`config.mk`:
```
export PLATFORM = sky130hd
export DESIGN_NAME = multi_channel_memory_streamer
export DESIGN_NICKNAME = d
export VERILOG_FILES = /design/src/rtl/multi_channel_memory_streamer.sv
export SDC_FILE = /design/constraint.sdc
export NUM_CORES = 1
export LEC_CHECK = 0
export BUFFER_PORTS_ARGS = -buffer_cell sky130_fd_sc_hd__clkbuf_2
export CAP_MARGIN = 10
export CORE_UTILIZATION = 39
export DETAILED_ROUTE_END_ITERATION = 10
export PLACE_DENSITY = 0.55
export SYNTH_ARGS = -nofsm -noshare
export SYNTH_HDL_FRONTEND = slang
export SYNTH_SLANG_ARGS = --single-unit
```
`constraint.sdc`:
```
create_clock -name i_clock -period 6.5 [get_ports i_clock]
set_input_delay 1.3 -clock i_clock [delete_from_list [all_inputs] [get_ports i_clock]]
set_output_delay 1.3 -clock i_clock [all_outputs]
set_load 0.1 [all_outputs]
```
`src/rtl/multi_channel_memory_streamer.sv`:
```
// multi_channel_memory_streamer: streams NUM_CH shared-address ROM channels through a credit-limited FWFT buffer
module multi_channel_memory_streamer #(
   parameter int DATA_SIZE   = 64,
   parameter int NUM_CH      = 2,
   parameter int ADDR_WIDTH  = 14,
   parameter int MEM_LATENCY = 1,
   parameter int FIFO_DEPTH  = 4,
   parameter int PASS_WIDTH  = 16
) (
   input  logic                           i_clock,
   input  logic                           i_reset,
   input  logic                           i_start,
   input  logic                           i_stop,
   input  logic                           i_loop,
   input  logic [ADDR_WIDTH-1:0]          i_length,
   output logic                           o_mem_en,
   output logic [ADDR_WIDTH-1:0]          o_mem_addr,
   input  logic [NUM_CH*DATA_SIZE-1:0]    i_mem_data,
   output logic [NUM_CH*DATA_SIZE-1:0]    o_data,
   output logic                           o_valid,
   input  logic                           i_ready,
   output logic                           o_last,
   output logic                           o_busy,
   output logic                           o_done,
   output logic [PASS_WIDTH-1:0]          o_pass_count
);
   localparam int DW = NUM_CH * DATA_SIZE;
   localparam int PW = $clog2(FIFO_DEPTH);
   localparam int CW = PW + 2;
   typedef enum logic [1:0] {IDLE, RUN, DRAIN} state_t;
   state_t r_state, w_next;
   logic [ADDR_WIDTH-1:0] r_addr, r_len;
   logic r_loop, r_done;
   logic [PASS_WIDTH-1:0] r_pass;
   logic r_vpipe [MEM_LATENCY];
   logic r_lpipe [MEM_LATENCY];
   logic [DW-1:0] r_mem [FIFO_DEPTH];
   logic r_mlast [FIFO_DEPTH];
   logic [PW-1:0] r_wr, r_rd;
   logic [CW-1:0] r_count, w_inflight;
   logic w_valid, w_pop, w_push, w_issue, w_at_end, w_start;

   assign w_valid  = r_count != '0;
   assign w_pop    = w_valid & i_ready;
   assign w_push   = r_vpipe[MEM_LATENCY-1];
   assign w_at_end = r_addr == r_len - ADDR_WIDTH'(1);
   assign w_start  = i_start & (i_length != '0);
   // an issue needs a guaranteed FIFO slot once everything in flight has landed
   assign w_issue  = (r_state == RUN) & (w_inflight + r_count - CW'(w_pop) < CW'(FIFO_DEPTH));

   assign o_mem_addr   = r_addr;
   assign o_valid      = w_valid;
   assign o_data       = w_valid ? r_mem[r_rd] : '0;
   assign o_last       = w_valid & r_mlast[r_rd];
   assign o_done       = r_done;
   assign o_pass_count = r_pass;

   // number of reads whose data has not yet reached the FIFO
   always_comb begin
      w_inflight = '0;
      for (int i = 0; i < MEM_LATENCY; i++) w_inflight = w_inflight + CW'(r_vpipe[i]);
   end

   // state register
   always_ff @(posedge i_clock) r_state <= i_reset ? IDLE : w_next;

   // next-state: start only with nonzero length, stop or one-shot end drains, drain ends when empty
   always_comb begin
      w_next = (r_state == IDLE) ? (w_start ? RUN : IDLE) :
               (r_state == RUN)  ? ((i_stop | (w_issue & ~r_loop & w_at_end)) ? DRAIN : RUN) :
               ((w_inflight == '0) && !w_valid) ? IDLE : DRAIN;
   end

   // FSM outputs
   always_comb begin
      o_busy   = r_state != IDLE;
      o_mem_en = w_issue;
   end

   // address, run configuration, pass counter and done pulse
   always_ff @(posedge i_clock) begin
      if (i_reset) begin
         r_addr <= '0;
         r_len  <= '0;
         r_loop <= 1'b0;
         r_pass <= '0;
         r_done <= 1'b0;
      end else begin
         r_done <= (r_state == DRAIN) & (w_next == IDLE);
         if (r_state == IDLE && w_start) begin
            r_addr <= '0;
            r_len  <= i_length;
            r_loop <= i_loop;
            r_pass <= '0;
         end else begin
            if (w_issue) r_addr <= w_at_end ? '0 : r_addr + ADDR_WIDTH'(1);
            if (w_pop && r_mlast[r_rd]) r_pass <= r_pass + PASS_WIDTH'(1);
         end
      end
   end

   // read-tag pipeline aligned with the ROM latency, carrying the last-of-pass flag
   always_ff @(posedge i_clock) begin
      if (i_reset) begin
         for (int i = 0; i < MEM_LATENCY; i++) begin
            r_vpipe[i] <= 1'b0;
            r_lpipe[i] <= 1'b0;
         end
      end else begin
         r_vpipe[0] <= w_issue;
         r_lpipe[0] <= w_issue & w_at_end;
         for (int i = 1; i < MEM_LATENCY; i++) begin
            r_vpipe[i] <= r_vpipe[i-1];
            r_lpipe[i] <= r_lpipe[i-1];
         end
      end
   end

   // output FIFO: captures returning ROM data, head is presented directly
   always_ff @(posedge i_clock) begin
      if (i_reset) begin
         r_wr    <= '0;
         r_rd    <= '0;
         r_count <= '0;
      end else begin
         if (w_push) begin
            r_mem[r_wr]   <= i_mem_data;
            r_mlast[r_wr] <= r_lpipe[MEM_LATENCY-1];
            r_wr          <= r_wr + PW'(1);
         end
         if (w_pop) r_rd <= r_rd + PW'(1);
         r_count <= r_count + CW'(w_push) - CW'(w_pop);
      end
   end
endmodule

```
==> summary.md <==
For this run, design rule violations remaining after detail routing come to 0. STA classifies the critical path endpoint as an output pin. The logs give 73700 um for the global-route wire length before repair and 28500 um for the half-perimeter wire length after detailed placement. The final critical-path share of the clock period was 89.7%. The worst path needs 5830 ps of the cycle, external delays included.

The number of global-route vias before repair is 12.2k. The count of different cell masters after synthesis is 58, and the total of cells resized after clock tree synthesis is 0. The clock passes through at most 3 buffers. The total congestion overflow is 0.

For the largest net degree at the start of global routing, the log shows 71. The floorplan step set the die width to 242 um. Setup repair after global routing left no endpoint under its margin. The number of standard-cell rows in the floorplan was 87; the setup slack of the worst register-to-register path was 2430 ps. The net count of the finished layout is 1664. The die is 242 um tall.

The run gives 0 as the count of max-cap constraint violations. The routed via count divided by cell count works out to 5.02. Buffers placed on the I/O ports in this run total 310. The start point of the worst hold path was r_state[0]. The type of origin of the critical path was a flop. For this run, asynchronously set or reset flops after synthesis account for 0%. The logs give 673 ps for the worst-case setup margin in the final layout and 0.0250 mm^2 for the cell area after placement. Counting the buffers created by CTS gives 59. Leakage component of the power: 9.23 nW.

The tightest min-delay check is of the reg2reg type. The area of the die was 0.0588 mm^2; the clock transition at the register clock pins on the worst setup and hold paths after CTS was 60 ps. The Yosys step of the flow raised 0 warnings. In this run the remaining antenna-violating nets after routing total 0. The global placer's final weighted congestion is 0.810. Measured in cells, the most critical reg-to-reg path has a length of 15. 311 I/O pins were placed. Based on the critical path, the design can be clocked at up to 0.172 GHz. In this run the critical register-to-register path is captured at o_mem_addr[13].

Relative to the synthesized area, the layout overhead comes to 19.3%. The part of the Yosys area used for sequential elements was 74.0%. The logs give 0 for the final hold violation count and 13.2 mW for the overall power consumption. The worst-case headroom to the max-slew limit was 33.8%; the max-slew violation count was 0.

Setup total negative slack on the finished layout was measured at 0 ps. The clock arrives with 14.5 ps of skew. The average wire per standard cell was 20.7 um; the net count of the mapped netlist was 1337.

In this run the clock root is driven by a clkbuf_16. The startpoint identified for the worst register-to-register timing path is r_count[2]. In this run the worst path has a maximum fanout of 5. The count of routing violations after the opening detailed-route iteration is 518, and the final standard cell area without fillers is 0.0269 mm^2. Kind of critical path: reg2out. The H-tree generated during clock tree synthesis spans 2 levels. The fraction of the core area covered by cells at the end of the flow is 47.4%. At the later pin of the worst-skew pair, clock insertion delay measures 610 ps.

The first TritonRoute pass finished after 5 iterations. For this design the ratio of total power to cell area is 492 mW/mm^2. Buffers added to address setup during post-CTS repair amount to 0. The average cell area after synthesis came out at 19.2 um^2. For this run, the total global-route usage over all layers was measured as 16.3%. The most instantiated flip-flop cell in the synthesis netlist was edfxtp_1. Of the cells placed in the final design, the portion with a size suffix greater than 1 is 36.0%.

Counting every instance in the synthesized netlist gives 1176. Summing every instance area after synthesis gives 0.0226 mm^2. For the worst setup path, the data required time is 5200 ps. The core region is 0.0567 mm^2. The number of storage elements in the synthesis netlist is 576. The flow ran to the end, and the final reports show no timing, DRC or antenna violations. The number of stages on the worst hold path was 1. After detailed routing, the total wire length is 47800 um.

Summing over every cut layer, the via total after detailed routing is 11.6k. TritonCTS built the clock tree. For the placement-stage worst setup slack, the log shows 824 ps. Once the floorplan was initialized, standard cells occupied 39.8% of the core. For hold timing, the worst endpoint is o_done. Data on the critical path arrives at its endpoint at 4530 ps.

Counting every sink on the clock net gives 576. Setup violations remaining at the end of the flow were counted as 0. The initial antenna violation count came out at 3. The run gives 0.359 mV as the worst-case vdd ir drop. The number of enable-type register cells in the synthesized netlist came out at 516. In this run, post-CTS hold repair placed 0 buffers. The run gives 4890 as the number of inserted filler cells in the final layout.

At the pin with the least slew margin, the transition time is 993 ps.
## layout make-up
cell class              instances  area [um^2]  share of cell area, %
flip-flops and latches        576        16700                   62.1
multi-input cells             525         5570                   20.7
repair buffers                325         1750                   6.51
clock buffers                  67         1510                   5.60
well taps                     756          946                   3.52
clock inverters                42          360                   1.34
inverters                      16         60.1                  0.223
diodes                          1         2.50                0.00930
## sequential cells by signal, summed over array words and instances (netlist names), 2 cells and up, named ones only
| signal | flops |
|---|---|
| o_mem_addr | 14 |
| o_pass_count | 16 |
| r_count | 4 |
| r_len | 14 |
| r_mem | 512 |
| r_mlast | 4 |
| r_rd | 2 |
| r_state | 2 |
| r_wr | 2 |
## stage by stage
stage	hold WS (ps)	instances
2_1_floorplan	438	1176
3_3_place_gp	487	2198
3_5_place_dp	486	2198
4_1_cts	499	2307
5_1_grt	536	2307
6_report	502	2308
## placed cells by master (no fill, tap or decap), types with 7 or more instances in the layout
cell and count:
nor2_1 65, ha_1 12, nand4_1 12, mux4_2 129
and2_1 130, dfxtp_1 58, clkbuf_1 8, xor2_1 27
buf_12 7, buf_4 8, nand2_1 15, mux2i_1 17
xnor2_1 22, clkinvlp_4 7, nand3_1 12, inv_1 16
clkinv_1 15, and3_1 8, clkbuf_16 59, clkbuf_2 310
clkinv_2 10, edfxtp_1 516
## per-layer routing
metal	vias up	wire, um	GRT usage [%]
li1	5287	-	-
met1	5960	19900	20.8
met2	255	23900	27.2
met3	73	3030	4.55
met4	4	985	4.71
met5	-	24	0
## worst max-delay path, stage by stage, from the launching register on
cell and delay (ps):
dfxtp_1 300, inv_1 70, ha_1 130, or3b_4 370, and2_0 230, ha_1 310, inv_1 50, ha_1 190
inv_1 70, fa_1 410, xnor2_1 170, a2111oi_0 650, nor2_1 250, inv_1 220, clkbuf_2 490
## power breakdown
part / total [mW] / internal (mW) / switching, mW
Sequential: 4.21 / 4.11 / 0.0966
Clock: 3.23 / 1.83 / 1.40
Combinational: 5.79 / 1.19 / 4.61
## worst max path at each step
stage | start | to | depth (start not counted)
5_1_grt | r_count[2] | o_mem_en | 14
3_3_place_gp | i_ready | o_mem_en | 12
4_1_cts | r_count[2] | o_mem_en | 14
3_5_place_dp | i_ready | o_mem_en | 12
2_1_floorplan | i_ready | o_mem_en | 11
6_report | r_count[2] | o_mem_en | 14
## kinds of logic (layout without fill, tap and decap cells)
| family | count (synthesis) | after routing | synth area share (%) |
|---|---|---|---|
| compound gates | 31 | 31 | 1.18 |
| other cells | 0 | 1 | 0 |
| flops | 576 | 576 | 74.0 |
| buf+inv | 75 | 450 | 1.34 |
| mux | 146 | 146 | 13.6 |
| fa+ha+maj | 13 | 13 | 0.754 |
| simple gates | 286 | 286 | 7.16 |
| xor+xnor | 49 | 49 | 1.90 |
## synth_stat cells (2+ instances only)
cell type / count / area (um^2)
nor2_2: 3 / 18.8
nand4_1: 12 / 75.1
ha_1: 12 / 150
nor4_1: 5 / 31.3
xnor2_1: 22 / 193
mux4_2: 129 / 2910
nand3_1: 12 / 60.1
inv_1: 16 / 60.1
edfxtp_1: 516 / 15500
nor2_1: 65 / 244
o21ba_2: 2 / 20.0
clkbuf_1: 37 / 139
buf_6: 2 / 22.5
xor2_1: 27 / 236
or3_1: 3 / 18.8
o211ai_1: 2 / 15.0
nor3_1: 6 / 30.0
nor4b_1: 2 / 17.5
o21ai_0: 3 / 15.0
a21oi_1: 6 / 30.0
and2_1: 134 / 838
dfxtp_1: 60 / 1200
and4_1: 2 / 17.5
nand2_1: 15 / 56.3
nand2b_1: 2 / 12.5
and3_1: 8 / 50.1
buf_2: 4 / 20.0
nor2b_1: 5 / 31.3
o2111ai_1: 2 / 17.5
nor3b_1: 2 / 15.0
mux2i_1: 17 / 170
buf_1: 16 / 60.1
nand3b_1: 2 / 15.0
No activity file was read; power rests on OpenSTA's default activity.
